### src/rtl/uart_pkg.sv
// ----------------------------------------------------------------------------
// uart_pkg
// Shared definitions for the parametrised UART transmitter:
//   - parity mode encodings (PAR_NONE / PAR_EVEN / PAR_ODD)
//   - frame engine state type tx_state_t
//   - calc_div(): bit period in clock cycles, rounded to nearest
//   - parity_bit(): final parity bit from the running XOR of the payload
// ----------------------------------------------------------------------------
package uart_pkg;

  localparam int PAR_NONE = 32'sd0;
  localparam int PAR_EVEN = 32'sd1;
  localparam int PAR_ODD  = 32'sd2;

  typedef enum logic [2:0] {
    ST_IDLE   = 3'd0,
    ST_START  = 3'd1,
    ST_DATA   = 3'd2,
    ST_PARITY = 3'd3,
    ST_STOP   = 3'd4
  } tx_state_t;

  // Nearest-integer division so the line rate error is at most half a cycle.
  function automatic int calc_div(input longint clk_hz, input longint baud);
    return int'((clk_hz + (baud / 64'sd2)) / baud);
  endfunction

  // acc is the XOR of all payload bits; odd parity inverts it.
  function automatic logic parity_bit(input logic acc, input int mode);
    if (mode == PAR_ODD) begin
      return ~acc;
    end else begin
      return acc;
    end
  endfunction

endpackage

### src/rtl/uart_sync_fifo.sv
// ----------------------------------------------------------------------------
// uart_sync_fifo
// Single-clock first-word-fall-through FIFO. rd_data_o always shows the head
// entry while empty_o is low. Pushes while full and pops while empty are
// ignored, so a producer holding data against a full FIFO loses nothing.
// Ports:
//   clk_i, rst_i   clock, asynchronous active-high reset (flushes the FIFO)
//   push_i         write wr_data_i (taken only when not full)
//   pop_i          drop the head entry (taken only when not empty)
//   wr_data_i      write data
//   full_o         count_o == DEPTH
//   empty_o        count_o == 0
//   count_o        number of entries stored
//   rd_data_o      head entry (combinational)
// ----------------------------------------------------------------------------
module uart_sync_fifo
  import uart_pkg::*;
#(
  parameter int DEPTH = 16,
  parameter int WIDTH = 8
) (
  input  logic                     clk_i,
  input  logic                     rst_i,
  input  logic                     push_i,
  input  logic                     pop_i,
  input  logic [WIDTH-1:0]         wr_data_i,
  output logic                     full_o,
  output logic                     empty_o,
  output logic [$clog2(DEPTH):0]   count_o,
  output logic [WIDTH-1:0]         rd_data_o
);

  localparam int AW    = $clog2(DEPTH);
  localparam int CNT_W = AW + 1;

  logic [WIDTH-1:0] r_mem [DEPTH];
  logic [AW-1:0]    r_wr_ptr;
  logic [AW-1:0]    r_rd_ptr;
  logic [CNT_W-1:0] r_count;
  logic             w_full;
  logic             w_empty;
  logic             w_do_push;
  logic             w_do_pop;

  assign w_full    = (r_count == CNT_W'(DEPTH));
  assign w_empty   = (r_count == {CNT_W{1'b0}});
  assign w_do_push = push_i & ~w_full;
  assign w_do_pop  = pop_i & ~w_empty;

  assign full_o    = w_full;
  assign empty_o   = w_empty;
  assign count_o   = r_count;
  assign rd_data_o = r_mem[r_rd_ptr];

  // Storage array; contents need no reset because the pointers define validity.
  always_ff @(posedge clk_i) begin
    if (w_do_push) begin
      r_mem[r_wr_ptr] <= wr_data_i;
    end
  end

  // Pointers and occupancy; DEPTH is a power of two so pointers wrap naturally.
  always_ff @(posedge clk_i or posedge rst_i) begin
    if (rst_i) begin
      r_wr_ptr <= {AW{1'b0}};
      r_rd_ptr <= {AW{1'b0}};
      r_count  <= {CNT_W{1'b0}};
    end else begin
      if (w_do_push) begin
        r_wr_ptr <= r_wr_ptr + AW'(1);
      end
      if (w_do_pop) begin
        r_rd_ptr <= r_rd_ptr + AW'(1);
      end
      case ({w_do_push, w_do_pop})
        2'b10:   r_count <= r_count + CNT_W'(1);
        2'b01:   r_count <= r_count - CNT_W'(1);
        default: r_count <= r_count;
      endcase
    end
  end

endmodule

### src/rtl/uart_tx_fifo.sv
// ----------------------------------------------------------------------------
// uart_tx_fifo
// Parametrised UART transmitter with an input FIFO. Bytes are accepted with a
// valid/ready handshake, queued, and sent LSB first as
// start / DATA_BITS data / optional parity / STOP_BITS stop, with queued
// frames following each other without any idle bit.
// Ports:
//   clk_i          system clock (CLK_HZ)
//   rst_i          asynchronous active-high reset; aborts any frame in flight
//   tx_data_i      byte to send; bits above DATA_BITS-1 are never transmitted
//   tx_valid_i     producer offers tx_data_i
//   tx_ready_o     FIFO not full; word accepted when tx_valid_i & tx_ready_o
//   TXD_o          serial line, idle high, registered
//   busy_o         a frame is on the line
//   fifo_count_o   entries queued
// ----------------------------------------------------------------------------
module uart_tx_fifo
  import uart_pkg::*;
#(
  parameter int CLK_HZ     = 100_000_000,
  parameter int BAUD       = 9600,
  parameter int DATA_BITS  = 8,
  parameter int PARITY     = 0,
  parameter int STOP_BITS  = 1,
  parameter int FIFO_DEPTH = 16
) (
  input  logic                          clk_i,
  input  logic                          rst_i,
  input  logic [7:0]                    tx_data_i,
  input  logic                          tx_valid_i,
  output logic                          tx_ready_o,
  output logic                          TXD_o,
  output logic                          busy_o,
  output logic [$clog2(FIFO_DEPTH):0]   fifo_count_o
);

  localparam int DIV = calc_div(CLK_HZ, BAUD);
  localparam int CW  = $clog2(DIV);
  localparam logic [2:0] LAST_DATA = 3'(DATA_BITS - 1);
  localparam logic [2:0] LAST_STOP = 3'(STOP_BITS - 1);

  if (DIV < 4 || DATA_BITS < 5 || DATA_BITS > 8 || PARITY < 0 || PARITY > 2 ||
      (STOP_BITS != 1 && STOP_BITS != 2) || FIFO_DEPTH < 2 ||
      ((FIFO_DEPTH & (FIFO_DEPTH - 1)) != 0)) begin : g_param_error
    $error("uart_tx_fifo: illegal parameter set (DIV must be >= 4)");
  end

  tx_state_t r_state;
  logic [CW-1:0] r_baud_cnt;
  logic [2:0]    r_bit_idx;
  logic [7:0]    r_shift;
  logic          r_par;
  logic          r_txd;
  logic          r_busy;

  logic          w_fifo_full;
  logic          w_fifo_empty;
  logic [7:0]    w_fifo_data;
  logic          w_push;
  logic          w_tick;
  logic          w_load;
  logic          w_par_bit;

  assign w_push = tx_valid_i & ~w_fifo_full;
  assign w_tick = (r_baud_cnt == CW'(DIV - 1));

  // A new frame is loaded either from idle or on the final stop-bit wrap, so
  // consecutive frames abut with no idle cycle.
  assign w_load = ~w_fifo_empty &
                  ((r_state == ST_IDLE) |
                   ((r_state == ST_STOP) & w_tick & (r_bit_idx == LAST_STOP)));

  assign w_par_bit = parity_bit(r_par, PARITY);

  uart_sync_fifo #(
    .DEPTH (FIFO_DEPTH),
    .WIDTH (8)
  ) u_fifo (
    .clk_i     (clk_i),
    .rst_i     (rst_i),
    .push_i    (w_push),
    .pop_i     (w_load),
    .wr_data_i (tx_data_i),
    .full_o    (w_fifo_full),
    .empty_o   (w_fifo_empty),
    .count_o   (fifo_count_o),
    .rd_data_o (w_fifo_data)
  );

  assign tx_ready_o = ~w_fifo_full;
  assign TXD_o      = r_txd;
  assign busy_o     = r_busy;

  // Bit-period counter: held at zero while idle, wraps every DIV cycles.
  always_ff @(posedge clk_i or posedge rst_i) begin
    if (rst_i) begin
      r_baud_cnt <= {CW{1'b0}};
    end else if (r_state == ST_IDLE) begin
      r_baud_cnt <= {CW{1'b0}};
    end else if (w_tick) begin
      r_baud_cnt <= {CW{1'b0}};
    end else begin
      r_baud_cnt <= r_baud_cnt + CW'(1);
    end
  end

  // Frame engine: state, shift register, parity accumulator and line driver.
  // The shifter keeps all 8 bits; bits above DATA_BITS-1 simply never reach
  // the line because the data phase ends after DATA_BITS shifts.
  always_ff @(posedge clk_i or posedge rst_i) begin
    if (rst_i) begin
      r_state   <= ST_IDLE;
      r_bit_idx <= 3'd0;
      r_shift   <= 8'd0;
      r_par     <= 1'b0;
      r_txd     <= 1'b1;
      r_busy    <= 1'b0;
    end else begin
      case (r_state)
        ST_IDLE: begin
          if (w_load) begin
            r_shift <= w_fifo_data;
            r_txd   <= 1'b0;
            r_busy  <= 1'b1;
            r_state <= ST_START;
          end else begin
            r_txd   <= 1'b1;
            r_busy  <= 1'b0;
          end
        end

        ST_START: begin
          if (w_tick) begin
            r_txd     <= r_shift[0];
            r_par     <= r_shift[0];
            r_shift   <= {1'b0, r_shift[7:1]};
            r_bit_idx <= 3'd0;
            r_state   <= ST_DATA;
          end
        end

        ST_DATA: begin
          if (w_tick) begin
            if (r_bit_idx == LAST_DATA) begin
              r_bit_idx <= 3'd0;
              if (PARITY != PAR_NONE) begin
                r_txd   <= w_par_bit;
                r_state <= ST_PARITY;
              end else begin
                r_txd   <= 1'b1;
                r_state <= ST_STOP;
              end
            end else begin
              r_txd     <= r_shift[0];
              r_par     <= r_par ^ r_shift[0];
              r_shift   <= {1'b0, r_shift[7:1]};
              r_bit_idx <= r_bit_idx + 3'd1;
            end
          end
        end

        ST_PARITY: begin
          if (w_tick) begin
            r_txd     <= 1'b1;
            r_bit_idx <= 3'd0;
            r_state   <= ST_STOP;
          end
        end

        ST_STOP: begin
          if (w_tick) begin
            if (r_bit_idx != LAST_STOP) begin
              r_bit_idx <= r_bit_idx + 3'd1;
            end else if (w_load) begin
              r_shift   <= w_fifo_data;
              r_txd     <= 1'b0;
              r_bit_idx <= 3'd0;
              r_state   <= ST_START;
            end else begin
              r_txd     <= 1'b1;
              r_busy    <= 1'b0;
              r_bit_idx <= 3'd0;
              r_state   <= ST_IDLE;
            end
          end
        end

        default: begin
          r_txd   <= 1'b1;
          r_busy  <= 1'b0;
          r_state <= ST_IDLE;
        end
      endcase
    end
  end

endmodule

### config.mk
export PLATFORM = sky130hd
export DESIGN_NAME = uart_tx_fifo
export DESIGN_NICKNAME = d
export VERILOG_FILES = /design/src/rtl/uart_pkg.sv /design/src/rtl/uart_sync_fifo.sv /design/src/rtl/uart_tx_fifo.sv
export SDC_FILE = /design/constraint.sdc
export NUM_CORES = 1
export LEC_CHECK = 0
export BUFFER_PORTS_ARGS = -buffer_cell sky130_fd_sc_hd__buf_4
export CAP_MARGIN = 20
export CORE_AREA = 2 2 121 123
export DETAILED_ROUTE_END_ITERATION = 12
export DIE_AREA = 0 0 123 125
export PLACE_DENSITY = 0.69
export SYNTH_ARGS = -nofsm -noshare
export SYNTH_HDL_FRONTEND = slang
export SYNTH_SLANG_ARGS = --single-unit
### constraint.sdc
create_clock -name clk_i -period 3.9 [get_ports clk_i]
set_input_delay 0.78 -clock clk_i [delete_from_list [all_inputs] [get_ports clk_i]]
set_output_delay 0.78 -clock clk_i [all_outputs]
set_load 0.005 [all_outputs]
# Word level (Yosys, flattened, before mapping)

Memories as Yosys holds them, arrays and structs flattened.
Index checks and enable logic that the tools add are counted.
Widths: inputs -> output; s select.

Bitwise gates (word level): 10
Mux-type cells: 40
Shift operators: 0
Add/sub/neg operators: 6
Eq/ne operators: 19
Div/mod/pow operators: 0
Reduce and logical (&&, ||, !) cells: 14
$lt $le $gt $ge: 0
$mul: 0

Operator list:

| operator              | number |
|---|---|
| $mux 8                | 6 |
| $mux 3                | 12 |
| $pmux 8 s4            | 1 |
| $mux 14               | 2 |
| $ne 2x2->1 const B    | 8 |
| $pmux 3 s5            | 1 |
| $add 14x1->14 const B | 1 |
| $eq 14x14->1 const B  | 1 |
| $mux 1                | 14 |
| $pmux 5 s2            | 1 |
| $pmux 3 s3            | 1 |
| $add 4x1->4 const B   | 2 |
| $reduce_and 4->1      | 2 |
| $reduce_and 7->1      | 1 |
| $and 1x1->1           | 6 |
| $eq 3x2->1 const B    | 2 |
| $eq 3x3->1 const B    | 2 |
| $logic_not 3->1       | 2 |
| $reduce_and 6->1      | 1 |
| $reduce_bool 3->1     | 2 |
| $add 5x1->5 const B   | 1 |
| $eq 5x5->1 const B    | 1 |
| $logic_not 5->1       | 1 |
| $pmux 1 s5            | 1 |
| other kinds (14)      | 17 |

Register bits after elaboration: 43
Input bits: 11
Memories kept: 1
RAM bits: 128
Output and inout bits: 8
Logic and storage cells: 99
Bits in read-only memories: 0
Latch bits: 0

Memory list:

| name         | words | width | read ports | clocked after memory_dff | wr ports | RTL line             | source |
|---|---|---|---|---|---|---|---|
| u_fifo.r_mem | 16    | 8     | 1          | 0                        | 1        | uart_sync_fifo.sv:36 | `logic [WIDTH-1:0] r_mem [DEPTH];` |

# Depth between registers and ports, before layout

Gate-level depths: netlist of run 1.

Depth after elaboration: 9
Gate-level depth with buffers: 15
Gate-level depth less buffers: 14

# Cells and area by module

Synthesis of run 1 repeated with hierarchy kept, for this count alone.

Cell total of the unflattened synthesis: 507
Area total of the unflattened synthesis: 7,478.4 sq um

By module, submodules not included:

| module         | times used | sequential area each (sq um) | area each (sq um) | cells each |
|---|---|---|---|---|
| uart_sync_fifo | 1          | 4,169.0                      | 5,796.8           | 333 |
| uart_tx_fifo   | 1          | 752.0                        | 1,681.6           | 174 |

# Worst setup path before layout of run 1

No wires, ideal clock.

Path type: register to register
From: register r_baud_cnt[0]
To: register u_fifo.r_count[4], in the netlist u_fifo.count_o[4]
Path buffers: 1
Slack: 0.950 ns
Setup time: 0.079 ns
Data required time: 3.821 ns
Clock period less this slack: 2.950 ns
Stages on the path, launching flop included: 16
Arrival: 2.870 ns
Cell sequence: dfrtp_1 -> inv_1 -> ha_1 -> and4b_1 -> and4_1 -> buf_2 -> a21boi_2 -> nor2_1 -> ha_1 -> inv_1 -> fa_1 -> nor2b_1 -> o21ai_0 -> and3_1 -> nor3_1 -> xor2_1

Longest elaborated chain between the ends: 8
Elaborated cells between the ends (all ways): 10
Classes of those cells: eq/ne (3); mux (1); bitwise (5); reduce/logical (1)

Ends and longest elaborated chain:

| what                                                   | RTL line             | source |
|---|---|---|
| start, declared                                        | uart_tx_fifo.sv:49   | `logic [CW-1:0] r_baud_cnt;` |
| start signal, assigned                                 | uart_tx_fifo.sv:97   | `r_baud_cnt <= {CW{1'b0}};` |
| start signal, assigned                                 | uart_tx_fifo.sv:99   | `r_baud_cnt <= {CW{1'b0}};` |
| start signal, assigned                                 | uart_tx_fifo.sv:101  | `r_baud_cnt <= {CW{1'b0}};` |
| $eq 14x14->1 *                                         | uart_tx_fifo.sv:65   | `assign w_tick = (r_baud_cnt == CW'(DIV - 1));` |
| $and 1x1->1 * (2 in series)                            | uart_tx_fifo.sv:71   | `((r_state == ST_STOP) & w_tick & (r_bit_idx == LAST_STOP)));` |
| $or 1x1->1 *                                           | uart_tx_fifo.sv:70   | `((r_state == ST_IDLE) \|` |
| $and 1x1->1 *                                          | uart_tx_fifo.sv:69   | `assign w_load = ~w_fifo_empty &` |
| $and 1x1->1 *                                          | uart_sync_fifo.sv:48 | `assign w_do_pop = pop_i & ~w_empty;` |
| net u_fifo.w_do_pop                                    | uart_sync_fifo.sv:43 | `logic w_do_pop;` |
| $eq 2x1->1 / $eq 2x2->1 (equally long branches)        | uart_sync_fifo.sv:75 | `case ({w_do_push, w_do_pop})` |
| $pmux 5 s2 / $reduce_bool 2->1 (equally long branches) | n/a                  |  |
| end signal, assigned                                   | uart_sync_fifo.sv:76 | `2'b10: r_count <= r_count + CNT_W'(1);` |
| end signal, assigned                                   | uart_sync_fifo.sv:77 | `2'b01: r_count <= r_count - CNT_W'(1);` |
| end signal, assigned                                   | uart_sync_fifo.sv:78 | `default: r_count <= r_count;` |
| end, declared                                          | uart_sync_fifo.sv:39 | `logic [CNT_W-1:0] r_count;` |

Mark *: on every way through the listed nets, which the timed path passes. The rest lies on a longest branch.
A chain may end at the register's enable or synchronous reset.

# Worst setup path in the final report of run 1

Ends and elaborated chain as after synthesis.

==> results of run 1 <==
[worst min-delay path by stage]
| stage | from | end | slack (ns) | cells past startpoint |
|---|---|---|---|---|
| after floorplan | r_shift[7] | r_shift[7] | 0.47 | 1 |
| after CTS | rst_i | r_baud_cnt[13] | 0.27 | 2 |
| after detailed placement | r_shift[7] | r_shift[7] | 0.52 | 1 |
| after global placement | r_baud_cnt[0] | r_baud_cnt[0] | 0.51 | 1 |
| after global routing | rst_i | r_baud_cnt[13] | 0.28 | 2 |
| final | rst_i | r_baud_cnt[13] | 0.27 | 2 |
[cell usage after synthesis, types with 2 or more instances]
| cell | instances | area, sq um |
|---|---|---|
| ha_1 | 14 | 175 |
| nor2_1 | 32 | 120 |
| mux2i_1 | 14 | 140 |
| a21o_1 | 2 | 15.0 |
| mux4_2 | 33 | 743 |
| or3_1 | 2 | 12.5 |
| nand2_1 | 18 | 67.6 |
| clkbuf_1 | 12 | 45.0 |
| edfxtp_1 | 128 | 3840 |
| nor2b_1 | 3 | 18.8 |
| o31ai_1 | 2 | 15.0 |
| dfrtp_1 | 42 | 1050 |
| xor2_1 | 11 | 96.3 |
| nor4_1 | 2 | 12.5 |
| a21boi_0 | 2 | 15.0 |
| xnor2_1 | 12 | 105 |
| a211oi_1 | 7 | 52.6 |
| inv_1 | 25 | 93.8 |
| a21oi_1 | 15 | 75.1 |
| o22ai_1 | 7 | 43.8 |
| nand2b_1 | 4 | 25.0 |
| nand4_1 | 5 | 31.3 |
| o21ai_0 | 12 | 60.1 |
| buf_1 | 3 | 11.3 |
| and4_1 | 2 | 17.5 |
| nor3_1 | 13 | 65.1 |
| nand3_1 | 7 | 35.0 |
| buf_2 | 6 | 30.0 |
| nor3b_1 | 3 | 22.5 |
[metal layers]
layer / vias up / part of all wire, % / routed length, microns / track usage (%)
li1: 1823 / - / - / -
met1: 2005 / 45 / 5960 / 25.2
met2: 77 / 50 / 6680 / 29.7
met3: 8 / 3.8 / 511 / 4.84
met4: 0 / 1.2 / 156 / 7.35
met5: - / 0 / 0 / 0
[report_power, final]
group | switching [uW] | total (uW) | leakage [uW] | internal [uW]
sequential | 300 | 2550 | 0.00170 | 2250
combinational | 840 | 1650 | 0.000973 | 808
clock | 688 | 1500 | 0.000255 | 814
[critical path: cells and delay by family (launching register included)]
kind,cells,cell delay (ns)
fa+ha+maj,3,0.84
compound gates,2,0.25
simple gates,6,1.45
buf+inv,2,0.18
flops,1,0.43
xor+xnor,1,0.16
[area by class of cell]
cell class / count / area (sq um) / share of cell area, %
inverters: 25 / 93.8 / 1.15
clock inverters: 13 / 95.1 / 1.16
well taps: 184 / 230 / 2.81
repair buffers: 27 / 203 / 2.48
multi-input cells: 247 / 2210 / 27.0
clock buffers: 18 / 429 / 5.24
flip-flops and latches: 171 / 4920 / 60.1
[metrics by stage]
stage	instance area [sq um]	util, %
6_report	8190	57.6
5_1_grt	8190	57.6
4_1_cts	8190	57.6
3_5_place_dp	7660	54.0
3_3_place_gp	7660	54.0
2_1_floorplan	7330	-
[state kept, by name (all words and copies together), names as in the netlist, 3 cells and up]
name             flops
r_bit_idx            3
r_shift              8
r_state              3
u_fifo.r_rd_ptr      4
u_fifo.r_wr_ptr      4
u_fifo.count_o       5
u_fifo.r_mem       128
r_baud_cnt          14
[cell families after synthesis]
family	Yosys count	share of synthesized area, %
buf+inv	48	2.71
flops	171	67.1
mux	48	12.2
xor+xnor	23	2.75
compound gates	62	5.87
fa+ha+maj	15	2.66
simple gates	99	6.72
==> flow_metrics.tcl, run 1 <==
set metrics [dict create \
    yosysWarnings 0 \
    start_util_pct 51.6 \
    cts_hold_buffers 0 \
    htreeDepth 4 \
    clk_path_buf_depth 2 \
    synth-seq-cells 171 \
    drive_gt1_share_pct 19.4 \
    drc 0 \
    grt_pass1_vias 4022 \
    io_pins 19 \
    setup_viol_count_final 0 \
    yosys_most_used_dff "edfxtp_1" \
    die_h_microns 125 \
    gr-total-overflow 0 \
    filler_cell_count 1109 \
    avgViaCountPerCell 5.71 \
    fin_total_pwr_uw 5700 \
    fin_setup_tns_ns 0 \
    status "completed" \
    netlist_area_sq_um 7330 \
    rows 44 \
    grt_use_total_pct 18.8 \
    async_flop_share_pct 25.1 \
    hold_violations 0 \
    crit_fanout 10 \
    syn-mean-instance-area_sq_um 15.7 \
    r2r_start "r_baud_cnt[0]" \
    clock_skew_ns 0.0130 \
    place.gp.congestion 0.777 \
    portBuffers 18 \
    cp.required_ns 4.25 \
    area_delta_synth_final_pct 11.6 \
    worstSetupEndpointType "flop" \
    vias 3913 \
    grt_max_degree 35 \
    ant_nets 0 \
    r2r_end "u_fifo.count_o[4]" \
    layout_common_cells "128 x edfxtp_1, 41 x dfrtp_1, 33 x mux4_2, 32 x nor2_1, 27 x buf_4" \
    cp-startpoint "r_baud_cnt[0]" \
    post_cts_buffers 0 \
    firstDrtPassIters 4 \
    grt_first_pass_wirelength_microns 21400 \
    power_density_nw_per_um2 696 \
    diodes 0 \
    antenna_found_initial 0 \
    crit_path_end "u_fifo.count_o[4]" \
    dp_slack_ns 0.507 \
    cts_sinks 171 \
    cp_slowest_stage_delay_ns 0.43 \
    timing.fmax_ghz 0.294 \
    drt-initial-drc-count 231 \
    place_inst 654 \
    final_max_slew_viol_count 0 \
    die_w_microns 123 \
    layout_setup_ws_ns 0.503 \
    whs_ns 0.271 \
    cpMaxStageDelayCell "dfrtp_1" \
    reg2reg_depth 14 \
    period_share_pct 87.1 \
    design.core.area_sq_um 14200 \
    final_net_count 515 \
    place_hpwl_microns 8830 \
    drv_cap 0 \
    path_cells "inv_1 -> ha_1 -> and4b_1 -> and4_1 -> a21boi_2 -> nor2_1 -> ha_1 -> inv_1 -> fa_1 -> nor2b_1 -> o21ai_0 -> and3_1 -> nor3_1 -> xor2_1" \
    worst_pin_slew_ns 0.995 \
    peakVddDrop_mv 0.473 \
    clkTransAtPathRegs_ns 0.06 \
    crit_type "reg2reg" \
    layout.cells.non_filler 685 \
    layout_commonest_cell "edfxtp_1" \
    rrSetupSlack_ns 0.50 \
    ctsResizeCount 0 \
    wl_per_cell_microns 19.4 \
    leakagePower_uw 0.00293 \
    rsz0062_at_grt "false" \
    relSlewSlack_pct 33.2 \
    netlist_instances 466 \
    yosysSeqAreaShare_pct 67.1 \
    cts_tree "done" \
    routed_wl_microns 13300 \
    syn_nets 492 \
    die_area_sq_um 15400 \
    numCtsBuffers 17 \
    crit_arrival_ns 3.75 \
    cts_root_buf "clkbuf_16" \
    hp-class "in2async" \
    fin_crit_ns 3.40 \
    clock_latency_ns 0.43 \
    synth_cell_types 57 \
    synth-edff-count 128 \
    startpoint_type "flop" \
]
Note: power is estimated with default switching activity, not from simulation.
==> run 2: changes to the inputs <==
--- a/config.mk
+++ b/config.mk
@@ -5,12 +5,12 @@
 export SDC_FILE = /design/constraint.sdc
 export NUM_CORES = 1
 export LEC_CHECK = 0
-export BUFFER_PORTS_ARGS = -buffer_cell sky130_fd_sc_hd__buf_4
 export CAP_MARGIN = 20
 export CORE_AREA = 2 2 121 123
 export DETAILED_ROUTE_END_ITERATION = 12
 export DIE_AREA = 0 0 123 125
-export PLACE_DENSITY = 0.69
+export DONT_BUFFER_PORTS = 1
+export PLACE_DENSITY = 0.67
 export SYNTH_ARGS = -nofsm -noshare
 export SYNTH_HDL_FRONTEND = slang
 export SYNTH_SLANG_ARGS = --single-unit
==> flow_metrics.tcl, run 2 (synthesis gave the netlist of run 1 again) <==
set metrics [dict create \
    startpoint_type "flop" \
    rsz0062_at_grt "false" \
    die_w_microns 123 \
    drt-initial-drc-count 305 \
    fin_crit_ns 3.15 \
    met2_usage_pct 30.4 \
    peakVddDrop_mv 0.638 \
    diodes 0 \
    ant_nets 0 \
    relSlewSlack_pct 33.5 \
    wl_per_cell_microns 20.2 \
    layout_common_cells "128 x edfxtp_1, 41 x dfrtp_1, 33 x mux4_2, 32 x nor2_1, 24 x inv_1" \
    path_delay_family "simple AND/OR/NAND/NOR gates" \
    grt_first_pass_wirelength_microns 21500 \
    crit_arrival_ns 3.50 \
    avgViaCountPerCell 5.87 \
    die_h_microns 125 \
    cp_slowest_stage_delay_ns 0.43 \
    dp_slack_ns 0.765 \
    post_cts_buffers 0 \
    crit_type "reg2reg" \
    reg2reg_depth 14 \
    clock_skew_ns 0.0115 \
    die_area_sq_um 15400 \
    final_net_count 495 \
    largestRegisters "u_fifo.r_mem: 128 flops, r_baud_cnt: 14 flops, r_shift: 8 flops" \
    cts_hold_buffers 0 \
    place_hpwl_microns 8820 \
    period_share_pct 80.7 \
    portBuffers 0 \
    timing.fmax_ghz 0.318 \
    rows 44 \
    filler_cell_count 1076 \
    routed_wl_microns 13500 \
    worst_pin_slew_ns 0.991 \
    path_cells "inv_1 -> ha_1 -> and4b_1 -> and4_1 -> a21boi_2 -> nor2_1 -> ha_1 -> inv_1 -> fa_1 -> nor2b_1 -> o21ai_0 -> and3_1 -> nor3_1 -> xor2_1" \
    rrSetupSlack_ns 0.75 \
    largest-register "u_fifo.r_mem" \
    cts_sinks 171 \
    drv_cap 0 \
    worst-path-buf-inv 2 \
    area_delta_synth_final_pct 11.4 \
    design.core.area_sq_um 14200 \
    grt_use_total_pct 19.1 \
    layout_setup_ws_ns 0.754 \
    cp.depth 14 \
    drive_gt1_share_pct 17.2 \
    status "completed" \
    io_pins 19 \
    drc 0 \
    clock_latency_ns 0.44 \
    clkTransAtPathRegs_ns 0.07 \
    grt_max_degree 44 \
    cts_root_buf "clkbuf_16" \
    worstSetupEndpointType "flop" \
    grt_pass1_vias 3977 \
    power_density_nw_per_um2 724 \
    grt.met1_usage_pct 26.0 \
    leakagePower_uw 0.00289 \
    crit_fanout 10 \
    start_util_pct 51.6 \
    cpMaxStageDelayCell "dfrtp_1" \
    place.gp.congestion 0.777 \
    numCtsBuffers 17 \
    grt.busiest_layer "met2" \
    layout_commonest_cell "edfxtp_1" \
    use_met3_pct 5.02 \
    cts_tree "done" \
    ctsResizeCount 0 \
    final_max_slew_viol_count 0 \
    fin_setup_tns_ns 0 \
    hold_violations 0 \
    hp-class "in2async" \
    setup_viol_count_final 0 \
    gr-total-overflow 0 \
    vias 3907 \
    htreeDepth 4 \
    clk_path_buf_depth 2 \
    largest_register_ffs 128 \
    firstDrtPassIters 4 \
    cp.required_ns 4.26 \
    antenna_found_initial 0 \
]
run 2: cell type report:
type | count | area (sq um) | area share (%)
timing repair buffer | 7 | 52.6 | 0.643
tap | 184 | 230 | 2.82
sequential | 171 | 4920 | 60.3
clock inverter | 15 | 214 | 2.62
clock buffer | 17 | 425 | 5.21
multi-input combinational | 247 | 2230 | 27.3
inverter | 25 | 93.8 | 1.15
run 2: path summary, 6_finish.rpt:
| kind | endpoint | startpoint |
|---|---|---|
| max | u_fifo.count_o[4] | r_baud_cnt[0] |
| min | r_bit_idx[1] | rst_i |
| max reg2reg | u_fifo.count_o[4] | r_baud_cnt[0] |
| min reg2reg | r_shift[7] | r_shift[7] |
| max in group asynchronous | u_fifo.r_rd_ptr[0] | rst_i |
| min in group clk_i | u_fifo.r_mem[12][6] | tx_data_i[6] |
run 2: metal layers:
layer	wire length (microns)	share of wire, %
met1	5870	44
met2	6680	50
met3	714	5.3
met4	188	1.4
met5	0	0
run 2: through the flow:
stage	instances	power [uW]	cell area [sq um]	hold WS (ns)	utilization, %
2_1_floorplan	466	3770	7330	0.466	-
3_3_place_gp	634	4140	7530	0.489	53.0
3_5_place_dp	634	4200	7530	0.495	53.0
4_1_cts	666	5970	8170	0.376	57.5
5_1_grt	666	6250	8170	0.405	57.5
6_report	666	5910	8170	0.362	57.5
run 2: power by group:
group | leakage [uW] | internal (uW) | switching [uW]
registers | 0.00170 | 2250 | 373
clock network | 0.000314 | 994 | 782
logic | 0.000880 | 761 | 757
total | 0.00289 | 4000 | 1910
